`config.mk`:
```
export PLATFORM = sky130hd
export DESIGN_NAME = glitch_sweep
export DESIGN_NICKNAME = d
export VERILOG_FILES = /design/src/rtl/glitch_sweep.sv
export SDC_FILE = /design/constraint.sdc
export NUM_CORES = 1
export LEC_CHECK = 0
export CAP_MARGIN = 20
export CORE_MARGIN = 2
export CORE_UTILIZATION = 40
export CTS_CLUSTER_SIZE = 20
export DETAILED_ROUTE_END_ITERATION = 10
export PLACE_DENSITY = 0.62
export SLEW_MARGIN = 15
export SYNTH_ARGS = -nofsm -noshare
export SYNTH_HDL_FRONTEND = slang
export SYNTH_SLANG_ARGS = --single-unit
```
`constraint.sdc`:
```
create_clock -name clk_in -period 3.8 [get_ports clk_in]
set_input_delay 0.76 -clock clk_in [delete_from_list [all_inputs] [get_ports clk_in]]
set_output_delay 0.76 -clock clk_in [all_outputs]
set_load 0.01 [all_outputs]
```
`src/rtl/glitch_sweep.sv`:
```
`default_nettype none
// +--------------------------------------------------------------------------+
// | Module  : glitch_sweep                                                   |
// | Brief   : Sweeps delay/width points, loading one schedule per attempt    |
// |           into the glitch engine command FIFO.                           |
// | Revision: 1.0  initial release                                           |
// +--------------------------------------------------------------------------+
module glitch_sweep #(
  parameter int FIFO_DEPTH  = 4,
  parameter int ARM_TIMEOUT = 65535
) (
  input  logic        clk_in,
  input  logic        rst,
  input  logic        start,
  input  logic        abort,
  input  logic [15:0] cfg_dly_lo,
  input  logic [15:0] cfg_dly_hi,
  input  logic [15:0] cfg_dly_step,
  input  logic [7:0]  cfg_wid_lo,
  input  logic [7:0]  cfg_wid_hi,
  input  logic [7:0]  cfg_wid_step,
  input  logic [7:0]  cfg_mode,
  input  logic [7:0]  cfg_repeats,
  input  logic        fifo_full,
  input  logic        glitch_ready,
  output logic        fifo_we,
  output logic [31:0] fifo_din,
  output logic        fifo_clr,
  output logic        busy,
  output logic        done,
  output logic        err,
  output logic [15:0] cur_delay,
  output logic [7:0]  cur_width,
  output logic [31:0] attempt_cnt
);

  localparam logic [2:0] c_st_idle = 3'd0;
  localparam logic [2:0] c_st_fill = 3'd1;
  localparam logic [2:0] c_st_arm  = 3'd2;
  localparam logic [2:0] c_st_run  = 3'd3;
  localparam logic [2:0] c_st_next = 3'd4;

  localparam logic [31:0] c_last_word = 32'(FIFO_DEPTH - 1);
  localparam logic [31:0] c_tmo_last  = (ARM_TIMEOUT > 0) ? 32'(ARM_TIMEOUT - 1) : 32'd0;

  logic [2:0]  r_state, w_state_nxt;
  logic [15:0] r_dly_hi, r_dly_step;
  logic [7:0]  r_wid_lo, r_wid_hi, r_wid_step, r_mode, r_repeats;
  logic [15:0] r_cur_delay;
  logic [7:0]  r_cur_width, r_rep_cnt;
  logic [31:0] r_word_cnt, r_tmo_cnt, r_attempt_cnt, r_din;
  logic        r_we, r_clr, r_done, r_err;

  logic        w_valid_range, w_accept, w_reject, w_write, w_last_word;
  logic        w_timeout, w_abort, w_rep_more, w_wid_wrap, w_dly_end, w_sweep_end;
  logic [8:0]  w_wid_sum;
  logic [16:0] w_dly_sum;

  always_ff @(posedge clk_in) begin
    if (rst) r_state <= c_st_idle;
    else     r_state <= w_state_nxt;
  end

  always_comb begin
    w_state_nxt = r_state;
    case (r_state)
      c_st_idle: if (w_accept) w_state_nxt = c_st_fill;
      c_st_fill: if (w_write && w_last_word) w_state_nxt = c_st_arm;
      c_st_arm: begin
        if (!glitch_ready)  w_state_nxt = c_st_run;
        else if (w_timeout) w_state_nxt = c_st_idle;
      end
      c_st_run:  if (glitch_ready) w_state_nxt = c_st_next;
      c_st_next: w_state_nxt = w_sweep_end ? c_st_idle : c_st_fill;
      default:   w_state_nxt = c_st_idle;
    endcase
    if (w_abort) w_state_nxt = c_st_idle;
  end

  // Widened sums make an 8/16-bit carry look like overshooting the upper bound.
  always_comb begin
    busy          = (r_state != c_st_idle);
    w_abort       = abort && busy;
    w_valid_range = (cfg_dly_lo <= cfg_dly_hi) && (cfg_wid_lo <= cfg_wid_hi);
    w_accept      = (r_state == c_st_idle) && start && !abort && w_valid_range;
    w_reject      = (r_state == c_st_idle) && start && !abort && !w_valid_range;
    w_write       = (r_state == c_st_fill) && !fifo_full;
    w_last_word   = (r_word_cnt == c_last_word);
    w_timeout     = glitch_ready && (r_tmo_cnt >= c_tmo_last);
    w_rep_more    = ({1'b0, r_rep_cnt} + 9'd1) < {1'b0, r_repeats};
    w_wid_sum     = {1'b0, r_cur_width} + {1'b0, r_wid_step};
    w_wid_wrap    = w_wid_sum > {1'b0, r_wid_hi};
    w_dly_sum     = {1'b0, r_cur_delay} + {1'b0, r_dly_step};
    w_dly_end     = w_dly_sum > {1'b0, r_dly_hi};
    w_sweep_end   = !w_rep_more && w_wid_wrap && w_dly_end;
  end

  always_ff @(posedge clk_in) begin
    if (rst) begin
      r_dly_hi      <= 16'd0;
      r_dly_step    <= 16'd0;
      r_wid_lo      <= 8'd0;
      r_wid_hi      <= 8'd0;
      r_wid_step    <= 8'd0;
      r_mode        <= 8'd0;
      r_repeats     <= 8'd0;
      r_cur_delay   <= 16'd0;
      r_cur_width   <= 8'd0;
      r_rep_cnt     <= 8'd0;
      r_word_cnt    <= 32'd0;
      r_tmo_cnt     <= 32'd0;
      r_attempt_cnt <= 32'd0;
      r_din         <= 32'd0;
      r_we          <= 1'b0;
      r_clr         <= 1'b0;
      r_done        <= 1'b0;
      r_err         <= 1'b0;
    end else begin
      r_we   <= 1'b0;
      r_clr  <= 1'b0;
      r_done <= 1'b0;
      if (w_abort) begin
        r_clr <= 1'b1;
      end else begin
        case (r_state)
          c_st_idle: begin
            if (w_accept) begin
              r_dly_hi      <= cfg_dly_hi;
              r_dly_step    <= (cfg_dly_step == 16'd0) ? 16'd1 : cfg_dly_step;
              r_wid_lo      <= cfg_wid_lo;
              r_wid_hi      <= cfg_wid_hi;
              r_wid_step    <= (cfg_wid_step == 8'd0) ? 8'd1 : cfg_wid_step;
              r_mode        <= cfg_mode;
              r_repeats     <= (cfg_repeats == 8'd0) ? 8'd1 : cfg_repeats;
              r_cur_delay   <= cfg_dly_lo;
              r_cur_width   <= cfg_wid_lo;
              r_attempt_cnt <= 32'd0;
              r_err         <= 1'b0;
              r_rep_cnt     <= 8'd0;
              r_word_cnt    <= 32'd0;
            end else if (w_reject) begin
              r_err  <= 1'b1;
              r_done <= 1'b1;
            end
          end
          c_st_fill: begin
            if (w_write) begin
              r_we  <= 1'b1;
              r_din <= (r_word_cnt == 32'd0) ? {r_cur_delay, r_cur_width, r_mode}
                                             : {24'h0, r_mode};
              if (w_last_word) begin
                r_word_cnt <= 32'd0;
                r_tmo_cnt  <= 32'd0;
              end else begin
                r_word_cnt <= r_word_cnt + 32'd1;
              end
            end
          end
          c_st_arm: begin
            if (glitch_ready) begin
              if (w_timeout) begin
                r_err <= 1'b1;
                r_clr <= 1'b1;
              end else begin
                r_tmo_cnt <= r_tmo_cnt + 32'd1;
              end
            end
          end
          c_st_run: begin
            if (glitch_ready) r_attempt_cnt <= r_attempt_cnt + 32'd1;
          end
          c_st_next: begin
            if (w_rep_more) begin
              r_rep_cnt <= r_rep_cnt + 8'd1;
            end else begin
              r_rep_cnt <= 8'd0;
              if (!w_wid_wrap) begin
                r_cur_width <= w_wid_sum[7:0];
              end else if (!w_dly_end) begin
                r_cur_width <= r_wid_lo;
                r_cur_delay <= w_dly_sum[15:0];
              end else begin
                r_done <= 1'b1;
              end
            end
          end
          default: ;
        endcase
      end
    end
  end

  assign fifo_we     = r_we;
  assign fifo_din    = r_din;
  assign fifo_clr    = r_clr;
  assign done        = r_done;
  assign err         = r_err;
  assign cur_delay   = r_cur_delay;
  assign cur_width   = r_cur_width;
  assign attempt_cnt = r_attempt_cnt;

endmodule
`default_nettype wire

```
Word level (Yosys, flattened, before mapping). Index checks and enable logic that the tools add are counted.

Flip-flop bits (word level): 239. Output and inout port bits: 93. Logic and storage cells: 142.

Add/subtract/negate cells: 7. $lt $le $gt $ge: 6. Equality and inequality tests: 19. Muxes and demuxes: 51. Bitwise operators: 2. Reduce and logical (&&, ||, !) cells: 38.

Operators by type and width (number): 2-to-1 mux 32 bit (9); one-hot mux 32 bit (2 select lines) (3); adder 32 x 1 -> 32 bit (second input constant) (3); 2-to-1 mux 16 bit (5); 2-to-1 mux 8 bit (8); == test 32 x 2 -> 1 bit (second input constant) (1); >= comparator 32 x 16 -> 1 bit (second input constant) (1); zero test 32 bit (1); one-hot mux 16 bit (2 select lines) (1); one-hot mux 8 bit (2 select lines) (2); inequality test 2 bit (second input constant) (11); adder 16 x 16 -> 17 bit (1); > comparator 17 x 16 -> 1 bit (1); less-or-equal comparator 16 bit (1); zero test 16 bit (1); zero test 8 bit (2); 2-to-1 mux 1 bit (15); 2-to-1 mux 3 bit (5); one-hot mux 3 bit (5 select lines) (1); AND reduction 4 bit (3); AND reduction 6 bit (2); logical AND 1 bit (11); AND reduction 5 bit (2); nonzero test 2 bit (5); other kinds (18) (28).

Longest topological paths before layout.
Depth in word-level cells: 7. Depth in mapped cells: 18. Mapped depth without buffers: 17.

Least setup slack after synthesis. No wires, ideal clock.

Kind: register to register. Start point: register r_cur_delay[1], in the netlist cur_delay[1]. End point: register r_cur_width[1], in the netlist cur_width[1]. Setup time: 0.079 ns. Arrival: 4.102 ns. Required time: 3.721 ns. Setup slack: -0.382 ns. Cell stages (with the launch flop): 18. Period minus slack after synthesis: 4.182 ns. Path through: dfxtp_1 -> ha_1 -> a211oi_1 -> o21ai_0 -> a2111o_1 -> and3b_1 -> nand3b_1 -> xnor2_1 -> ha_1 -> o21ai_0 -> o21ai_0 -> o211ai_1 -> o311ai_0 -> a221o_1 -> a32o_2 -> or2_0 -> buf_6 -> a211oi_2.

Word-level cells in the longest chain between the ends: 4.

RTL lines: start, declared (line 49) `logic [15:0] r_cur_delay;`; start signal, assigned (line 135) `r_cur_delay <= cfg_dly_lo;`; start signal, assigned (line 181) `r_cur_delay <= w_dly_sum[15:0];`; adder 16 x 16 -> 17 bit (line 93) `w_dly_sum = {1'b0, r_cur_delay} + {1'b0, r_dly_step};`; > comparator 17 x 16 -> 1 bit (line 94) `w_dly_end = w_dly_sum > {1'b0, r_dly_hi};`; inequality test 3 bit (no source line); AND reduction 5 bit (no source line); end signal, assigned (line 136) `r_cur_width <= cfg_wid_lo;`; end signal, assigned (line 178) `r_cur_width <= w_wid_sum[7:0];`; end signal, assigned (line 180) `r_cur_width <= r_wid_lo;`; end, declared (line 50) `logic [7:0] r_cur_width, r_rep_cnt;`.

Every way passes these cells. A chain may end at the register's enable or synchronous reset.

Worst setup path after layout. Ends and elaborated chain as after synthesis.

==> metrics.yaml <==
clock_tree:
  htree_levels: 1
  cts.hold.buffers_added: 0
  path_clk_slew_ns: 0.06
  cts_tree: "yes"
  cts_made_buffers: 28
  cts_buffer_depth: 3
  insertion_delay_ns: 0.55
  cts.root.buffer_cell: "clkbuf_16"
  cts_sinks: 239
cells_and_area:
  finalNonFillerCells: 2278
  drive_above_1_share_pct: 12.4
  diodes: 0
  area_growth_pct: 32.8
  stdcell_area_sq_mm: 0.0169
  nets: 2040
critical_path:
  r2r_setup_slack_ns: -0.31
  r2r_cells: 16
  required_ns: 4.27
  crit_buf_inv: 1
  critPathKind: "reg -> reg"
  arrival_ns: 4.58
  cp_top_family: "compound AO/OA/AOI/OAI gates"
  endpoint_kind: "flip-flop"
  critPathLaunchType: "flip-flop"
  slowest_stage: "a2111o_1"
  crit_fanout: 8
  slowest_delay_ns: 0.40
  r2r-end: "cur_width[1]"
  crit_chain: "ha_4 -> a211oi_4 -> o21ai_2 -> a2111o_1 -> and3b_1 -> nand3b_1 -> a31oi_1 -> xnor2_1 -> ha_2 -> o211ai_1 -> o311ai_1 -> a221o_1 -> a32o_2 -> or2_0 -> buf_6 -> a211oi_2"
  r2r_start: "cur_delay[1]"
yosys:
  synth_area_sq_mm: 0.0128
  yosysUniqueCellTypes: 76
  async_reset_ff_share_pct: 0
  synthFlopType: "dfxtp_1"
  synthTopCellsByCount: "246 x nand2_1, 239 x dfxtp_1, 149 x nor2_1"
  synth-edff-count: 0
  synth.area.top_cells: "dfxtp_1 37%, ha_1 8.3%, nand2_1 7.2%"
  seq_area_frac_synth_pct: 37.5
  synth_most_common_cell: "nand2_1"
  avgSynthCellArea_sq_um: 8.05
  synthCells: 1586
  synth_top_cell_area_share_pct: 37.5
  yosys.area.top_type: "dfxtp_1"
  synth_seq_cells: 239
  yosysWarningCount: 0
  syn_nets: 1767
timing:
  holdWs_ns: 0.446
  max_freq_mhz: 243
  setup_tns_ns: -6.33
  period_needed_ns: 4.11
  hold_viol_final: 0
  skew_ns: 0.00966
  timing.final.ws_setup_ns: -0.307
  rsz0062_at_grt: "yes"
  worst_slew_margin_rel_pct: 45.8
  final-setup-viol-count: 26
  slew_violations: 0
  tightestPinTransition_ns: 0.813
  fin_crit_sh_pct: 108
placement:
  place_inst: 2225
  io_buffers: 186
  dp_slack_ns: -0.600
  hpwlAfterDp_um: 28200
  place_congestion: 0.897
  place_area_sq_mm: 0.0160
floorplan:
  start_util_pct: 40.5
  chipWidth_um: 183
  rows: 65
  ios: 187
  die_y_um: 183
  die_area_sq_mm: 0.0333
  coreArea_sq_mm: 0.0315
power_and_ir_drop:
  peakVddDrop_mv: 0.429
  power_density_mw_per_mm2: 401
  leakage_nw: 6.62
global_route:
  grt_overflow_total: 0
  antenna_found_initial: 0
  grt_start_max_net_pins: 73
  grt_pass1_vias: 12000
  grt_usage_pct: 22.5
  grt_pass1_wl_um: 61800
route:
  via_count: 12400
  wl_per_cell_um: 16.8
  drtIter0Drc: 813
  drtPass1Iterations: 7
  avgViaCountPerCell: 5.45
  final_antenna_net_count: 0
  route.detailed.drc: 0
  wl_um: 38300
worst_hold_path:
  holdPathEnd: "fifo_din[5]"
  whs_path_depth: 2
  min-delay-start: "r_mode[5]"
  holdCritPathClass: "reg -> reg"
outcome:
  status: "finished with violations"
  violations: "negative setup slack"
job:
  cap_violations: 0
## metrics by stage
| step | utilization, % | power (W) |
|---|---|---|
| after floorplan | - | 0.00351 |
| after global placement | 50.7 | 0.00427 |
| after detailed placement | 50.7 | 0.00428 |
| after CTS | 53.7 | 0.00683 |
| after global routing | 53.8 | 0.00712 |
| final | 53.8 | 0.00679 |
## cell families after synthesis
kind of cell | Yosys count | share of synthesized area (%)
and+or+nand+nor | 615 | 22.3
AOI/OAI and AO/OA | 387 | 20.0
DFF | 239 | 37.5
buffers and inverters | 167 | 5.11
adders and majority gates | 87 | 8.65
xor gates and xnor gates | 71 | 4.87
muxes | 20 | 1.59
## cell usage in the layout, fill, tap and decap left out, drive strengths merged, types with 16 or more instances in the layout
master         count
nand2            247
mux2i             18
inv               80
a21o              16
xor2              30
buf              145
clkbuf            40
o21ai             60
dfxtp            239
ha                85
a311oi            20
or3               21
a211oi            27
nand3             37
nor4              29
nor2             151
xnor2             41
clkdlybuf4s50    185
nor3              16
and3              23
a21oi            144
nand4             27
a22oi             27
## worst reg2reg max path, cell delays in order (launching register included)
cell	delay [ns]
dfxtp_4	0.36
ha_4	0.23
a211oi_4	0.25
o21ai_2	0.10
a2111o_1	0.40
and3b_1	0.20
nand3b_1	0.28
a31oi_1	0.24
xnor2_1	0.15
ha_2	0.30
o211ai_1	0.17
o311ai_1	0.12
a221o_1	0.40
a32o_2	0.29
or2_0	0.23
buf_6	0.15
a211oi_2	0.16
## area by class of cell
type | count | area (sq um)
fill | 2967 | 14500
timing repair buffer | 330 | 3020
inverter | 80 | 300
tap | 402 | 503
clock inverter | 7 | 48.8
clock buffer | 40 | 786
multi-input combinational | 1180 | 7490
sequential | 239 | 4790
## metal layers
layer	track usage, %	routed length (um)	up-vias
li1	-	-	6167
met1	30.8	17800	5846
met2	37.1	17500	345
met3	3.49	2130	61
met4	5.42	860	0
met5	0	0	-
## how the worst max path moves through the flow
| stage | startpoint | to | cells after the start |
|---|---|---|---|
| floorplan | cur_delay[1] | cur_width[1] | 17 |
| global placement | cfg_dly_hi[1] | attempt_cnt[12] | 13 |
| detailed placement | cfg_dly_hi[1] | attempt_cnt[20] | 13 |
| CTS | cur_delay[1] | cur_width[1] | 16 |
| global route | cur_delay[1] | cur_width[1] | 16 |
| finish | cur_delay[1] | cur_width[1] | 16 |
## registers in the layout (all words and copies together) (netlist names), 16 cells and up
signal,flops
cur_delay,16
attempt_cnt,32
r_dly_hi,16
r_dly_step,16
r_word_cnt,32
r_tmo_cnt,32
fifo_din,32
## repair_timing
| action | CTS | global route |
|---|---|---|
| setup buffers | 5 | 2 |
| endpoints found under the setup margin | 28 | 42 |
| pin swaps | 12 | 10 |
| resized for setup | 11 | 11 |
## power breakdown
part	switching, W	internal [W]	total (W)
combinational	0.000838	0.000798	0.00164
sequential	0.0000714	0.00259	0.00266
clock	0.00107	0.00142	0.00250
No activity file was read; power rests on OpenSTA's default activity.
==> variant: new RTL, same flow settings <==
Register the output `attempt_cnt` once more, with the module's reset; this adds one clock of latency there. The other outputs are not delayed to match.
--- a/src/rtl/glitch_sweep.sv
+++ b/src/rtl/glitch_sweep.sv
@@ -197,7 +197,13 @@
   assign err         = r_err;
   assign cur_delay   = r_cur_delay;
   assign cur_width   = r_cur_width;
-  assign attempt_cnt = r_attempt_cnt;
+  always_ff @(posedge clk_in) begin
+    if (rst) begin
+      attempt_cnt <= '0;
+    end else begin
+      attempt_cnt <= r_attempt_cnt;
+    end
+  end
 
 endmodule
 `default_nettype wire
Check against the original RTL: no difference found for any inputs over 4 cycles, from zero or initial values and one cycle with rst high; that may be too few to reach the edited logic, so the function may still have changed.
==> variant against the unedited design <==
- the run still ends with negative setup slack left
- final area up 5.4%
- routed wire length down 0.85%
- utilization down 0.29 points
- first-iteration DRC count down 22%
- via count up 0.26%
- total power up 5.8%
- synthesized area up 5.5%
- setup slack better by 0.18 ns
- sequential cell count up 32
==> variant: results (changes against the unedited design) <==
stage	metric	value	unit	change
run_status	status	complete, but fails checks		
run_status	failing checks	negative setup slack		
drt	DRT met1 WL	17.5	mm	-1.4%
setup_path	reg2reg end	cur_delay[2]		
layout	share of layout cells above drive strength 1	0.121		-0.00352
sta	Final WS setup	-0.123	ns	+0.184 ns
drt	met3 WL	2.09	mm	-2.0%
logic_synthesis	Synth Area in Adders	0.0820		-0.00450
sta	final setup vio count	22		-15%
layout	Final nets	2098		+2.8%
logic_synthesis	mux contribution to synthesized area	0.00892		-0.00696
logic_synthesis	register area share after synthesis	0.403		+0.0281
global_routing	initial antenna violation count	1		+1
drt	Max Used Layer	met5		
drt	DRT iter0 DRCs	638		-22%
clocking	clock latency on the worst-skew pair	0.57	ns	+0.02 ns
min_path	hold-critical path depth	2		unchanged
min_path	Hold Path Origin	r_tmo_cnt[31]		
clocking	CTS root buf	clkbuf_16		
global_routing	largest net degree at the start of global routing	49		-33%
setup_path	RR Startpoint	cur_delay[0]		
drt	met2 WL post-DR	17.6	mm	+0.50%
drt	WL/cell	15.9	um	-5.4%
power	Internal Power	5270	uW	+9.5%
global_routing	Total GRT Usage	0.212		-0.0123
logic_synthesis	Synth Area in XOR/XNOR	0.0651		+0.0163
clocking	CTS H-tree lvls	1		unchanged
power	Leak	0.00677	uW	+2.3%
sta	setup TNS	-0.983	ns	+5.35 ns
clocking	clock slew at reported path FFs	0.07	ns	
placement	input/output buffers	186		unchanged
logic_synthesis	YS warnings	0		unchanged
sta	final clock skew	0.0167	ns	+0.00705 ns
setup_path	Max Fanout on Critical Path	3		-5
logic_synthesis	synth top area cells	dfxtp_1 40%, ha_1 7.9%, nand2_1 6.7%		
logic_synthesis	synth unique cells	70		-7.9%
sta	WHS	0.429	ns	-0.0173 ns
global_routing	global-route wire length before repair	61.9	mm	+0.16%
min_path	Min-Delay Endpoint	r_tmo_cnt[31]		
layout	Filler Cell Count	3200		+7.9%
logic_synthesis	Synth async-reset ratio	0		unchanged
logic_synthesis	Syn Nets	1842		+4.2%
setup_path	Worst EP arrival	4.41	ns	-0.17 ns
clocking	CTS buffer count	30		+7.1%
power	maximum VDD drop	335	uV	-22%
drt	via count	12500		+0.26%
sta	slew margin rel.	0.297		-0.161
clocking	CTS Buffer Depth	3		unchanged
min_path	min-delay worst type	reg -> reg		
logic_synthesis	Commonest cells post-synth	271 x dfxtp_1, 240 x nand2_1, 181 x nor2_1		
placement	DP Area	0.0166	mm^2	+4.2%
placement	HPWL Detailed	27.5	mm	-2.3%
setup_path	cell depth of the worst flop-to-flop path	16		unchanged
layout	ANT cells	0		unchanged
placement	RD Place Congestion	0.891		-0.74%
logic_synthesis	Synth Area in Compound Gates	0.145		-0.0547
drt	DR pass1 iterations	5		-2
-- variant: changes by cell type after synthesis, sizes merged, moves of 9 or more --
cell	before	now
nor2b	13	35
xnor2	41	70
a211oi	27	12
a311oi	20	9
a2111oi	11	2
nor4	29	39
nor3	16	45
dfxtp	239	271
or3	21	11
o211ai	15	5
nand3	37	51
nor2	151	182
-- variant: critical path, stage by stage, from the launching register on --
cell and delay (ns):
dfxtp_4 0.35, ha_4 0.16, fa_2 0.38, a211oi_4 0.24, nor2_2 0.08, o211ai_1 0.25, o21ai_2 0.10, o41ai_2 0.25
xnor2_1 0.19, ha_1 0.32, a2111oi_4 0.38, o31ai_2 0.14, a21oi_2 0.19, a31oi_2 0.11, buf_4 0.16, or4_4 0.41
a21oi_2 0.14
-- variant: final cells by class --
| class | instances | area [um^2] | share of cell area |
|---|---|---|---|
| clock buffers | 46 | 891 | 0.0499 |
| repair buffers | 304 | 2860 | 0.160 |
| well taps | 448 | 561 | 0.0314 |
| clock inverters | 8 | 108 | 0.00602 |
| multi-input cells | 1224 | 7690 | 0.430 |
| flip-flops and latches | 271 | 5430 | 0.304 |
| inverters | 86 | 323 | 0.0181 |
-- variant: cells by family after synthesis --
family	after synthesis
XOR/XNOR	100
multiplexers	12
AND/OR/NAND/NOR	704
AO/OA/AOI/OAI	321
buffers and inverters	166
flip-flops	271
adder cells (fa/ha/maj)	87
-- variant: how the worst max path moves through the flow --
stage,start,slack (ns),end
after floorplan,cur_delay[0],0.05,cur_delay[14]
after global placement,cur_delay[0],-0.52,cur_delay[14]
after detailed placement,r_dly_step[0],-0.60,cur_delay[10]
after CTS,cur_delay[0],-0.12,cur_delay[2]
after global routing,cur_delay[0],-0.26,cur_delay[2]
final,cur_delay[0],-0.12,cur_delay[2]
-- variant: power groups by stage --
stage	logic, uW	clock network [uW]	registers, uW
4_1_cts	1280	2980	2960
3_5_place_dp	1210	0	3020
2_1_floorplan	632	0	3030
3_3_place_gp	1200	0	3020
5_1_grt	1430	3090	2970
6_report	1310	2910	2960
-- variant: per-layer routing --
layer  vias to the layer above  track usage
met2                       318        0.355
li1                       6266            -
met1                      5812        0.287
met3                        53       0.0325
met5                         -            0
met4                         2       0.0554
-- variant: stage by stage --
stage          std cells  setup slack (ns)
2_1_floorplan       1661            0.0539
3_3_place_gp        2324            -0.524
3_5_place_dp        2324            -0.598
4_1_cts             2386            -0.120
5_1_grt             2387            -0.258
6_report            2387            -0.123
-- variant: what timing repair did --
item                                    in CTS  in global routing
resized for setup                           22                 19
endpoints found under the setup margin      26                 26
buffers inserted                             8                  2
pin swaps                                   16                 22
